==> config.mk <==
export PLATFORM = sky130hd
export DESIGN_NAME = caravel_hkspi_bitbang
export DESIGN_NICKNAME = d
export VERILOG_FILES = /design/src/rtl/caravel_hk_pkg.sv /design/src/rtl/caravel_hk_spi_slave.sv /design/src/rtl/caravel_hkspi_bitbang.sv
export SDC_FILE = /design/constraint.sdc
export NUM_CORES = 1
export LEC_CHECK = 0
export CAP_MARGIN = 15
export CORE_MARGIN = 3
export CORE_UTILIZATION = 42
export DETAILED_ROUTE_END_ITERATION = 6
export PLACE_DENSITY_LB_ADDON = 0.12
export SYNTH_ARGS = -nofsm -noshare
export SYNTH_HDL_FRONTEND = slang
export SYNTH_SLANG_ARGS = --single-unit
==> constraint.sdc <==
create_clock -name clock -period 2.6 [get_ports clock]
set_clock_uncertainty 0.2 [all_clocks]
set_input_delay 0.52 -clock clock [delete_from_list [all_inputs] [get_ports clock]]
set_output_delay 0.52 -clock clock [all_outputs]
set_load 0.005 [all_outputs]
==> src/rtl/caravel_hk_pkg.sv <==
// Shared constants and state types for the housekeeping SPI / GPIO chain block.
package caravel_hk_pkg;

    localparam logic [7:0] CMD_WRITE = 8'h80;
    localparam logic [7:0] CMD_READ  = 8'h40;
    localparam logic [7:0] CMD_RW    = 8'hC0;

    localparam logic [7:0] ADDR_PRODUCT_ID = 8'h03;
    localparam logic [7:0] ADDR_BITBANG    = 8'h13;

    // Bit positions inside the 0x13 bit-bang control register.
    localparam int unsigned BB_XFER   = 0;
    localparam int unsigned BB_ENABLE = 1;
    localparam int unsigned BB_RESETN = 2;
    localparam int unsigned BB_CLOCK  = 3;
    localparam int unsigned BB_DATA1  = 4;
    localparam int unsigned BB_DATA2  = 5;
    localparam int unsigned BB_LOAD   = 6;

    typedef enum logic [2:0] {
        SPI_IDLE,
        SPI_COMMAND,
        SPI_ADDRESS,
        SPI_DATA,
        SPI_IGNORE
    } spi_state_t;

    typedef enum logic [1:0] {
        XF_IDLE,
        XF_SHIFT,
        XF_LOAD
    } xfer_state_t;

endpackage

==> src/rtl/caravel_hk_spi_slave.sv <==
// Mode-0 SPI slave: synchronises the pins, decodes command/address and streams register bytes.
module caravel_hk_spi_slave
    import caravel_hk_pkg::*;
(
    input  logic       clock,
    input  logic       resetb,
    input  logic       sck,
    input  logic       csb,
    input  logic       sdi,
    input  logic [7:0] rdata,
    output logic       sdo,
    output logic       sdo_enb,
    output logic [7:0] addr,
    output logic [7:0] wdata,
    output logic       we
);

    logic [1:0] sck_sync;
    logic [1:0] csb_sync;
    logic [1:0] sdi_sync;
    logic       sck_q;
    logic       sck_s;
    logic       csb_s;
    logic       sdi_s;
    logic       sck_rise_c;
    logic       sck_fall_c;
    logic       byte_done_c;
    logic [7:0] byte_c;

    logic [2:0] bit_cnt;
    logic [6:0] sr_in;
    logic [6:0] sr_out;
    logic       rd_mode;
    logic       wr_mode;
    logic       load_pend;
    logic       inc_pend;

    spi_state_t state;
    spi_state_t state_nx;

    assign sck_s       = sck_sync[1];
    assign csb_s       = csb_sync[1];
    assign sdi_s       = sdi_sync[1];
    assign sck_rise_c  = sck_s & ~sck_q;
    assign sck_fall_c  = ~sck_s & sck_q;
    assign byte_c      = {sr_in, sdi_s};
    assign byte_done_c = sck_rise_c && (bit_cnt == 3'd7);

    // Two-flop synchronisers plus a delayed sck for edge detection.
    always_ff @(posedge clock) begin
        if (!resetb) begin
            sck_sync <= 2'b00;
            csb_sync <= 2'b11;
            sdi_sync <= 2'b00;
            sck_q    <= 1'b0;
        end else begin
            sck_sync <= {sck_sync[0], sck};
            csb_sync <= {csb_sync[0], csb};
            sdi_sync <= {sdi_sync[0], sdi};
            sck_q    <= sck_s;
        end
    end

    // SPI protocol state register.
    always_ff @(posedge clock) begin
        if (!resetb) state <= SPI_IDLE;
        else         state <= state_nx;
    end

    // Next-state decode; chip select high always wins.
    always_comb begin
        state_nx = state;
        if (csb_s) begin
            state_nx = SPI_IDLE;
        end else begin
            case (state)
                SPI_IDLE:    state_nx = SPI_COMMAND;
                SPI_COMMAND: if (byte_done_c) begin
                    if (byte_c == CMD_WRITE || byte_c == CMD_READ || byte_c == CMD_RW)
                        state_nx = SPI_ADDRESS;
                    else
                        state_nx = SPI_IGNORE;
                end
                SPI_ADDRESS: if (byte_done_c) state_nx = SPI_DATA;
                SPI_DATA:    state_nx = SPI_DATA;
                SPI_IGNORE:  state_nx = SPI_IGNORE;
                default:     state_nx = SPI_IDLE;
            endcase
        end
    end

    // Shift registers, address pointer, write strobe and read-data output.
    always_ff @(posedge clock) begin
        if (!resetb) begin
            bit_cnt   <= 3'd0;
            sr_in     <= 7'd0;
            sr_out    <= 7'd0;
            rd_mode   <= 1'b0;
            wr_mode   <= 1'b0;
            load_pend <= 1'b0;
            inc_pend  <= 1'b0;
            addr      <= 8'd0;
            wdata     <= 8'd0;
            we        <= 1'b0;
            sdo       <= 1'b0;
            sdo_enb   <= 1'b1;
        end else begin
            we <= 1'b0;
            // The write strobe sees the old pointer; it advances one cycle later.
            if (inc_pend) begin
                addr     <= addr + 8'd1;
                inc_pend <= 1'b0;
            end
            if (csb_s) begin
                bit_cnt   <= 3'd0;
                load_pend <= 1'b0;
                sdo       <= 1'b0;
                sdo_enb   <= 1'b1;
            end else begin
                if (sck_rise_c) begin
                    sr_in   <= byte_c[6:0];
                    bit_cnt <= bit_cnt + 3'd1;
                end
                if (byte_done_c) begin
                    case (state)
                        SPI_COMMAND: begin
                            rd_mode <= (byte_c == CMD_READ)  || (byte_c == CMD_RW);
                            wr_mode <= (byte_c == CMD_WRITE) || (byte_c == CMD_RW);
                        end
                        SPI_ADDRESS: begin
                            addr      <= byte_c;
                            load_pend <= rd_mode;
                        end
                        SPI_DATA: begin
                            we        <= wr_mode;
                            wdata     <= byte_c;
                            inc_pend  <= 1'b1;
                            load_pend <= rd_mode;
                        end
                        default: ;
                    endcase
                end
                if (sck_fall_c && state == SPI_DATA) begin
                    if (load_pend) begin
                        sdo       <= rdata[7];
                        sr_out    <= rdata[6:0];
                        load_pend <= 1'b0;
                        sdo_enb   <= 1'b0;
                    end else begin
                        sdo    <= sr_out[6];
                        sr_out <= {sr_out[5:0], 1'b0};
                    end
                end
            end
        end
    end

endmodule

==> src/rtl/caravel_hkspi_bitbang.sv <==
// Housekeeping register file plus GPIO configuration chain driver (bit-bang or automatic).
module caravel_hkspi_bitbang
    import caravel_hk_pkg::*;
#(
    parameter int unsigned CHAIN_BITS = 247,
    parameter logic [7:0]  PRODUCT_ID = 8'h10
) (
    input  logic                  clock,
    input  logic                  resetb,
    input  logic                  sck,
    input  logic                  csb,
    input  logic                  sdi,
    output logic                  sdo,
    output logic                  sdo_enb,
    input  logic [CHAIN_BITS-1:0] cfg_data_1,
    input  logic [CHAIN_BITS-1:0] cfg_data_2,
    output logic                  serial_clock,
    output logic                  serial_resetn,
    output logic                  serial_load,
    output logic                  serial_data_1,
    output logic                  serial_data_2,
    output logic                  xfer_busy
);

    localparam int unsigned CNT_W = (CHAIN_BITS > 1) ? $clog2(CHAIN_BITS) : 1;

    logic [7:0]            addr;
    logic [7:0]            wdata;
    logic                  we;
    logic [7:0]            rdata_c;
    logic [6:0]            bb_reg;
    logic                  rst_done;
    logic                  wr_bb_c;
    logic                  start_c;
    logic                  abort_c;
    logic                  last_bit_c;
    logic                  unused_c;
    logic [1:0]            phase;
    logic [CNT_W-1:0]      bit_cnt;
    logic [CHAIN_BITS-1:0] sh1;
    logic [CHAIN_BITS-1:0] sh2;

    xfer_state_t xstate;
    xfer_state_t xstate_nx;

    caravel_hk_spi_slave u_spi (
        .clock   (clock),
        .resetb  (resetb),
        .sck     (sck),
        .csb     (csb),
        .sdi     (sdi),
        .rdata   (rdata_c),
        .sdo     (sdo),
        .sdo_enb (sdo_enb),
        .addr    (addr),
        .wdata   (wdata),
        .we      (we)
    );

    assign unused_c   = wdata[7];
    assign wr_bb_c    = we && (addr == ADDR_BITBANG);
    assign start_c    = wr_bb_c && (xstate == XF_IDLE) && wdata[BB_XFER] && !wdata[BB_ENABLE];
    assign abort_c    = wr_bb_c && (xstate != XF_IDLE) && wdata[BB_ENABLE];
    assign last_bit_c = (phase == 2'd3) && (bit_cnt == CNT_W'(CHAIN_BITS - 1));

    // Register read mux.
    always_comb begin
        rdata_c = 8'h00;
        if (addr == ADDR_PRODUCT_ID)   rdata_c = PRODUCT_ID;
        else if (addr == ADDR_BITBANG) rdata_c = {1'b0, bb_reg};
    end

    // Control register: bit 0 is only set by an accepted start and clears on finish or abort.
    always_ff @(posedge clock) begin
        if (!resetb) begin
            bb_reg   <= 7'd0;
            rst_done <= 1'b0;
        end else begin
            rst_done <= 1'b1;
            if (wr_bb_c) bb_reg[6:1] <= wdata[6:1];
            if (start_c)                              bb_reg[BB_XFER] <= 1'b1;
            else if (abort_c || xstate == XF_LOAD)    bb_reg[BB_XFER] <= 1'b0;
        end
    end

    // Transfer state register.
    always_ff @(posedge clock) begin
        if (!resetb) xstate <= XF_IDLE;
        else         xstate <= xstate_nx;
    end

    // Transfer sequencing: shift all bits, one load cycle, back to idle.
    always_comb begin
        xstate_nx = xstate;
        case (xstate)
            XF_IDLE:  if (start_c) xstate_nx = XF_SHIFT;
            XF_SHIFT: begin
                if (abort_c)         xstate_nx = XF_IDLE;
                else if (last_bit_c) xstate_nx = XF_LOAD;
            end
            XF_LOAD:  xstate_nx = XF_IDLE;
            default:  xstate_nx = XF_IDLE;
        endcase
    end

    // Chain shift registers and the 4-phase bit timer.
    always_ff @(posedge clock) begin
        if (!resetb) begin
            phase   <= 2'd0;
            bit_cnt <= '0;
            sh1     <= '0;
            sh2     <= '0;
        end else if (start_c) begin
            phase   <= 2'd0;
            bit_cnt <= '0;
            sh1     <= cfg_data_1;
            sh2     <= cfg_data_2;
        end else if (xstate == XF_SHIFT) begin
            phase <= phase + 2'd1;
            if (phase == 2'd3) begin
                sh1     <= {sh1[CHAIN_BITS-2:0], 1'b0};
                sh2     <= {sh2[CHAIN_BITS-2:0], 1'b0};
                bit_cnt <= bit_cnt + CNT_W'(1);
            end
        end
    end

    // Chain pins come straight from the register in bit-bang mode, else from the engine.
    assign xfer_busy     = (xstate != XF_IDLE);
    assign serial_clock  = bb_reg[BB_ENABLE] ? bb_reg[BB_CLOCK]
                         : (xstate == XF_SHIFT) && (phase == 2'd1 || phase == 2'd2);
    assign serial_resetn = bb_reg[BB_ENABLE] ? bb_reg[BB_RESETN] : rst_done;
    assign serial_load   = bb_reg[BB_ENABLE] ? bb_reg[BB_LOAD]   : (xstate == XF_LOAD);
    assign serial_data_1 = bb_reg[BB_ENABLE] ? bb_reg[BB_DATA1]
                         : (xstate == XF_SHIFT) && sh1[CHAIN_BITS-1];
    assign serial_data_2 = bb_reg[BB_ENABLE] ? bb_reg[BB_DATA2]
                         : (xstate == XF_SHIFT) && sh2[CHAIN_BITS-1];

endmodule

# After elaboration in Yosys (flattened, before gate mapping)
# Index checks and enable logic that the tools add are counted.
[word_totals]
out_inout_bits = 8
wordCells = 131
input_bits = 499
ff_bits = 563
[op_classes]
eq_ne = 20
n_bitwise = 8
mux = 35
n_addsub = 4
reduce_logical = 39
[ops]
columns = ["cell", "count"]
rows = [
  ["two-way mux 247 bit", 6],
  ["two-way mux 8 bit", 4],
  ["== test 8 bit, second input constant", 3],
  ["two-way mux 7 bit", 3],
  ["adder 8 x 1 -> 8 bit, second input constant", 2],
  ["one-hot mux 3 bit (5 select lines)", 1],
  ["two-way mux 1 bit", 14],
  ["AND reduction 2 bit", 7],
  ["logical AND 1 bit", 12],
  ["two-way mux 3 bit", 3],
  ["== test 8 x 2 -> 1 bit, second input constant", 1],
  ["== test 8 x 5 -> 1 bit, second input constant", 1],
  ["== test 8 x 7 -> 1 bit, second input constant", 1],
  ["nonzero test 2 bit", 4],
  ["== test 2 bit, second input constant", 3],
  ["== test 3 x 2 -> 1 bit, second input constant", 2],
  ["== test 3 bit, second input constant", 2],
  ["logical OR 1 bit", 6],
  ["two-way mux 2 bit", 3],
  ["NOT 1 bit", 6],
  ["AND reduction 3 bit", 2],
  ["OR reduction 2 bit", 3],
  ["== test 2 x 1 -> 1 bit, second input constant", 2],
  ["!= test 2 x 1 -> 1 bit, second input constant", 2],
  ["12 further kinds", 13],
]

# Longest topological paths before layout
# Gate-level depths: netlist of run 1.
[logic_depth]
ltp_word = 7
mapped_depth = 8
depth_no_buf = 6

# Hierarchy
# A second synthesis of run 1 with hierarchy kept.
[unflattened]
cells_unflattened = 2520
area_unflattened_um2 = 22153.7
[by_module_without_submodules]
columns = ["mod", "seq_area_each_um2", "cells_per_inst", "n_inst", "area_each_um2"]
rows = [
  ["caravel_hkspi_bitbang", 10289.9, 2319, 1, 20094.3],
  ["caravel_hk_spi_slave", 1001.0, 201, 1, 2059.5],
]

# Worst setup path before layout of run 1
# OpenSTA, ideal clock, no wires.
[synth_timing]
path_type = "reg-to-reg"
from = "reg u_spi.addr[0]"
to = "reg sh1[12]"
required_time_ps = 2257
path_buffers = 3
arrival_ps = 2181
stages_incl_launch_ff = 9
path_slack_ps = 76
period_less_slack_ps = 2524
setup_time_ps = 143
path_cell_list = "dfxtp_1 ha_1 or4b_4 o41a_1 clkbuf_1 clkbuf_1 buf_1 nand2_1 a21oi_2"
[synth_between]
elab_chain_len = 7
elab_cells_between_ends = 9
classes_between = "eq/ne: 1; mux: 1; reduce/logical: 7"
[synth_lines]
columns = ["item", "line", "source"]
rows = [
  ["from (decl)", "caravel_hk_spi_slave.sv:13", "output logic [7:0] addr,"],
  ["from (signal assigned)", "caravel_hk_spi_slave.sv:111", "addr <= addr + 8'd1;"],
  ["from (signal assigned)", "caravel_hk_spi_slave.sv:131", "addr <= byte_c;"],
  ["== test 8 x 5 -> 1 bit *", "caravel_hkspi_bitbang.sv:61", "assign wr_bb_c = we && (addr == ADDR_BITBANG);"],
  ["logical AND 1 bit *", "caravel_hkspi_bitbang.sv:61", ""],
  ["logical AND 1 bit * (3 in series)", "caravel_hkspi_bitbang.sv:62", "assign start_c = wr_bb_c && (xstate == XF_IDLE) && wdata[BB_XFER] && !wdata[BB_ENABLE];"],
  ["nonzero test 2 bit (no source line)", "n/a", ""],
  ["AND reduction 2 bit (no source line)", "n/a", ""],
  ["to (signal assigned)", "caravel_hkspi_bitbang.sv:116", "sh1 <= cfg_data_1;"],
  ["to (signal assigned)", "caravel_hkspi_bitbang.sv:121", "sh1 <= {sh1[CHAIN_BITS-2:0], 1'b0};"],
  ["to (decl)", "caravel_hkspi_bitbang.sv:40", "logic [CHAIN_BITS-1:0] sh1;"],
]
# Mark *: on every way between the ends. The rest lies on a longest branch, timed or not.
# A chain may end at the register's enable or synchronous reset.

# Final worst setup path of run 1
[layout_timing]
from = "reg u_spi.addr[0]"
to = "reg sh2[42]"
[layout_between]
elab_chain_len = 7
elab_cells_between_ends = 9
classes_between = "eq/ne: 1; mux: 1; reduce/logical: 7"
[layout_lines]
columns = ["item", "line", "source"]
rows = [
  ["== test 8 x 5 -> 1 bit *", "caravel_hkspi_bitbang.sv:61", ""],
  ["logical AND 1 bit *", "caravel_hkspi_bitbang.sv:61", ""],
  ["logical AND 1 bit * (3 in series)", "caravel_hkspi_bitbang.sv:62", ""],
  ["nonzero test 2 bit (no source line)", "n/a", ""],
  ["AND reduction 2 bit (no source line)", "n/a", ""],
  ["to (signal assigned)", "caravel_hkspi_bitbang.sv:117", "sh2 <= cfg_data_2;"],
  ["to (signal assigned)", "caravel_hkspi_bitbang.sv:122", "sh2 <= {sh2[CHAIN_BITS-2:0], 1'b0};"],
  ["to (decl)", "caravel_hkspi_bitbang.sv:41", "logic [CHAIN_BITS-1:0] sh2;"],
]
# Marked as above.

==> results of run 1 <==
## worst max-delay path: stages (launching register included)
cell and delay [ns]:
dfxtp_1 0.34, ha_2 0.20, or4b_4 0.49, o41a_4 0.54, buf_12 0.20, buf_16 0.20, nand2_1 0.11, a21oi_2 0.06
## synthesized netlist by cell type (all sizes together), types with 10 or more instances
library cell    n
dfxtp         563
a22oi         488
nand2b         10
nand3          11
a21oi         516
nand2         533
buf           126
a211oi         14
o21ai          18
mux2i          14
clkbuf        108
nor2           39
## metal layers
metal	share of wire	global-route usage
met1	0.43	0.272
met2	0.49	0.356
met3	0.047	0.0373
met4	0.032	0.0816
met5	0.00052	0
## how the worst max path moves through the flow
stage	startpoint	end	slack, ns
2_1_floorplan	u_spi.addr[0]	sh1[12]	0.08
3_3_place_gp	u_spi.addr[1]	sh2[65]	0.07
3_5_place_dp	u_spi.addr[1]	sh2[37]	0.03
4_1_cts	u_spi.addr[1]	sh1[122]	0.01
5_1_grt	u_spi.addr[0]	sh2[153]	-0.006
6_report	u_spi.addr[0]	sh2[42]	0.09
## through the flow
| step | power, W | setup slack, ns | hold WS [ns] |
|---|---|---|---|
| floorplan | 0.00902 | 0.0759 | 0.186 |
| global placement | 0.0101 | 0.0674 | 0.192 |
| detailed placement | 0.0101 | 0.0306 | 0.209 |
| CTS | 0.0183 | 0.0144 | 0.225 |
| global route | 0.0187 | -0.00631 | 0.261 |
| finish | 0.0181 | 0.0924 | 0.222 |
## layout make-up
cell class                 instances  area [um^2]  area share
clock buffer                      96         1740      0.0494
tap                              846         1060      0.0301
sequential                       563        11300       0.321
antenna                           12         30.0    0.000854
multi-input combinational       1729        13900       0.394
clock inverter                     9          103     0.00292
timing repair buffer             650         7080       0.201
inverter                           5         26.3    0.000747
## cell families after synthesis
| kind of cell | after synthesis | share of synthesized area |
|---|---|---|
| AO/OA/AOI/OAI | 1050 | 0.398 |
| AND/OR/NAND/NOR | 643 | 0.0972 |
| flip-flops | 563 | 0.414 |
| buffers and inverters | 239 | 0.0777 |
| XOR/XNOR | 15 | 0.00483 |
| multiplexers | 15 | 0.00556 |
| adder cells (fa/ha/maj) | 6 | 0.00276 |
## where the power goes
part / total [W] / switching [W] / internal [W]
clock: 0.00819 / 0.00346 / 0.00473
combinational: 0.00124 / 0.000498 / 0.000745
sequential: 0.00864 / 0.00000493 / 0.00863
## what timing repair did
item,4_1_cts,5_1_grt
resized for setup,20,18
setup buffers,0,13
pin swaps,0,3
gates cloned,0,5
endpoints found under the setup margin,6,327
==> results_dict.tcl, run 1 <==
set metrics [dict create \
    die_w_um 261 \
    period_share 0.964 \
    drtPass1Iterations 5 \
    worstSetupPathType "flop to flop" \
    yosysWarnings 0 \
    drt_wl_total_um 75400 \
    async_flop_share 0 \
    rows 92 \
    hold_viol 0 \
    hpwl_um 52700 \
    ys_seq_area_frac 0.414 \
    finalSetupViolCount 0 \
    io_pins 507 \
    wl_per_cell_um 19.3 \
    max_slew_margin 0.577 \
    status "completed" \
    worst_pin_slew_ns 0.630 \
    synthesis.area_mm2 0.0272 \
    dpl_cell_area_mm2 0.0330 \
    grtUsageTotal 0.212 \
    vdd_drop_max_mv 0.508 \
    hold_buffers 0 \
    slew_viol_final 0 \
    synth_top_area_cell "dfxtp_1" \
    numCtsBuffers 61 \
    nFillCells 5454 \
    tritoncts "built" \
    grt_pass1_vias 21300 \
    arrival_ns 2.78 \
    postSynthAreaPerCell_um2 10.8 \
    grt_max_degree 60 \
    synth_flop_cell "dfxtp_1" \
    cp_max_fo 32 \
    cts_max_path_buffers 3 \
    clock_latency_ns 0.61 \
    drive_gt1_frac 0.400 \
    cts.clk_slew.worst_paths_ns 0.06 \
    tns_ns 0 \
    critPathRequiredTime_ns 2.87 \
    fp.dieH_um 261 \
    holdPathStages 1 \
    dieArea_mm2 0.0679 \
    final_nets 3515 \
    root_buffer "clkbuf_16" \
    crit_path_end_kind "flop" \
    whs_endpoint "u_spi.csb_sync[1]" \
    holdCritPathClass "flop to flop" \
    drt_iter0_markers 1097 \
    final_core_util 0.553 \
    grt_pass1_wl_um 117000 \
    drc 0 \
    via_per_inst 5.35 \
    timing.rr.end "sh2[42]" \
    leakage_nw 10.0 \
    cts_sinks 563 \
    design_area_mm2 0.0352 \
    top_regs "sh1 x247, sh2 x247" \
    layout_commonest_cell "dfxtp_1" \
    clock.fmax_ghz 0.399 \
    postRouteAntennaNets 0 \
    critical_path.startpoint_type "flop" \
    core_mm2 0.0635 \
    powerDensity_mw_per_mm2 514 \
    yosys-top-cells-area "dfxtp_1, a22oi_2, a21oi_2, nand2_1, buf_12" \
    min_from "u_spi.csb_sync[0]" \
    port_buffers 506 \
    maxCapViolations 0 \
    min_period_ns 2.51 \
    grt_overflow 0 \
    final_cell_mix "dfxtp_1, nand2_1, clkdlybuf4s50_1" \
    initial_core_util 0.428 \
    postSynthCellCount 2531 \
    netlist.area_leader.share 0.414 \
    post-place-cells 3775 \
    antenna_found_initial 15 \
    vias 20900 \
    synth_cell_types 55 \
    rrSetupSlack_ns 0.09 \
    syn_to_final_growth_pct 29.2 \
    htreeDepth 2 \
    rsz0062_at_grt "true" \
    synth_edf_count 0 \
    r2r-start "u_spi.addr[0]" \
    ys_ff_latch 563 \
    place.gp.congestion 0.792 \
    final_cell_count_no_fill 3910 \
    synth_nets 3036 \
    ff2ff_path_depth 7 \
]
No activity file was read; power rests on OpenSTA's default activity.
==> run 2, diff against run 1 <==
--- a/config.mk
+++ b/config.mk
@@ -10,6 +10,7 @@
 export CORE_UTILIZATION = 42
 export DETAILED_ROUTE_END_ITERATION = 6
 export PLACE_DENSITY_LB_ADDON = 0.12
+export REMOVE_ABC_BUFFERS = 1
 export SYNTH_ARGS = -nofsm -noshare
 export SYNTH_HDL_FRONTEND = slang
 export SYNTH_SLANG_ARGS = --single-unit
==> results_dict.tcl, run 2 (synthesis gave the netlist of run 1 again) <==
set metrics [dict create \
    status "completed" \
    rows 92 \
    grt_pass1_wl_um 118000 \
    critical_path.startpoint_type "flop" \
    drive_gt1_frac 0.396 \
    max_slew_margin 0.569 \
    layout_commonest_cell "dfxtp_1" \
    worstSetupPathType "flop to flop" \
    leakage_nw 9.90 \
    drt-met1-wl_um 33100 \
    clockPowerShare 0.447 \
    ff2ff_path_depth 7 \
    wl_per_cell_um 19.9 \
    power.internal_w 0.0138 \
    holdPathStages 1 \
    holdCritPathClass "flop to flop" \
    crit_path_end_kind "flop" \
    place_ws_ns -0.114 \
    clock_latency_ns 0.62 \
    numCtsBuffers 60 \
    initial_core_util 0.428 \
    min_from "u_spi.csb_sync[0]" \
    root_buffer "clkbuf_16" \
    design_area_mm2 0.0349 \
    cts_max_path_buffers 3 \
    top_regs "sh1 x247, sh2 x247" \
    syn_to_final_growth_pct 28.3 \
    r2r-start "u_spi.addr[0]" \
    hold_viol 0 \
    final_cell_mix "dfxtp_1, nand2_1, clkdlybuf4s50_1" \
    power_switching_w 0.00401 \
    arrival_ns 2.83 \
    cts_sinks 563 \
    slew_viol_final 0 \
    maxCapViolations 0 \
    core_mm2 0.0635 \
    cts.clk_slew.worst_paths_ns 0.06 \
    rsz0062_at_grt "true" \
    grt_max_degree 61 \
    post-place-cells 3754 \
    hpwl_um 54800 \
    via_per_inst 5.32 \
    final_nets 3497 \
    dieArea_mm2 0.0679 \
    clock.fmax_ghz 0.395 \
    comb_power_share 0.070 \
    final_cell_count_no_fill 3890 \
    drc 0 \
    grtUsageTotal 0.216 \
    critPathRequiredTime_ns 2.90 \
    place.gp.congestion 0.804 \
    seqPwrFrac 0.484 \
    port_buffers 506 \
    finalPower_w 0.0179 \
    rrSetupSlack_ns 0.07 \
    drtPass1Iterations 5 \
    timing.rr.end "sh2[193]" \
    powerDensity_mw_per_mm2 511 \
    swShare 0.225 \
    worst_pin_slew_ns 0.642 \
    setup_ws_ns 0.0696 \
    min_period_ns 2.53 \
    finalSetupViolCount 0 \
    fp.dieH_um 261 \
    tritoncts "built" \
    io_pins 507 \
    postRouteAntennaNets 0 \
    vias 20700 \
    cp_max_fo 42 \
    vdd_drop_max_mv 0.458 \
    wl_met3_um 3400 \
    htreeDepth 2 \
    topRoutingLayerUsed "met5" \
    grt_pass1_vias 21300 \
    wl_met2_um 38800 \
    drt_wl_total_um 77300 \
    die_w_um 261 \
    whs_endpoint "u_spi.csb_sync[1]" \
    dpl_cell_area_mm2 0.0327 \
    period_share 0.973 \
    drt_iter0_markers 1136 \
    antenna_found_initial 15 \
    grt_overflow 0 \
]
-- run 2: worst max path at each step --
| stage | start | end | slack, ns | cells past startpoint |
|---|---|---|---|---|
| finish | u_spi.addr[0] | sh2[193] | 0.07 | 7 |
| CTS | xstate[0] | serial_data_2 | 0.0002 | 5 |
| detailed placement | u_spi.addr[0] | sh2[11] | -0.11 | 7 |
| floorplan | u_spi.addr[0] | xstate[0] | -19.57 | 4 |
| global route | u_spi.addr[0] | sh2[128] | 0.002 | 10 |
| global placement | u_spi.addr[0] | sh2[142] | 0.004 | 7 |
-- run 2: critical path: stages (launching register included) --
cell and delay [ns]:
dfxtp_2 0.35, ha_2 0.20, or4b_4 0.49, o41a_4 0.54, buf_12 0.19, buf_12 0.22, nand2_1 0.10, a21oi_2 0.06
-- run 2: final cells by class --
class / count / area [um^2]
fillers: 5511 / 28600
multi-input cells: 1729 / 13900
flip-flops and latches: 563 / 11300
repair buffers: 633 / 6910
clock buffers: 91 / 1710
well taps: 846 / 1060
clock inverters: 12 / 70.1
diodes: 11 / 27.5
inverters: 5 / 26.3
-- run 2: repair_timing --
item / in CTS / in global routing
endpoints found under the setup margin: 312 / 461
resized for setup: 14 / 24
pin swaps: 1 / 1
setup buffers: 5 / 10
cloned: 2 / 5
hold buffers: 0 / 0
-- run 2: power groups by stage --
stage | combinational, W | clock, W | sequential (W)
after floorplan | 0.000221 | 0 | 0.00883
after global placement | 0.00126 | 0 | 0.00883
after detailed placement | 0.00125 | 0 | 0.00883
after CTS | 0.00126 | 0.00823 | 0.00864
after global routing | 0.00129 | 0.00855 | 0.00863
final | 0.00125 | 0.00798 | 0.00864
-- run 2: layer usage --
metal / vias up / GRT usage
li1: 10100 / -
met1: 10100 / 0.273
met2: 408 / 0.373
met3: 125 / 0.0388
met4: 8 / 0.0736
met5: - / 0
-- run 2: metrics by stage --
step	setup TNS, ns	utilization	hold WS [ns]
detailed placement	-13.43	0.515	0.196
finish	0	0.550	0.231
floorplan	-9786.42	-	0.186
global route	0	0.550	0.251
global placement	0	0.515	0.205
CTS	0	0.545	0.236
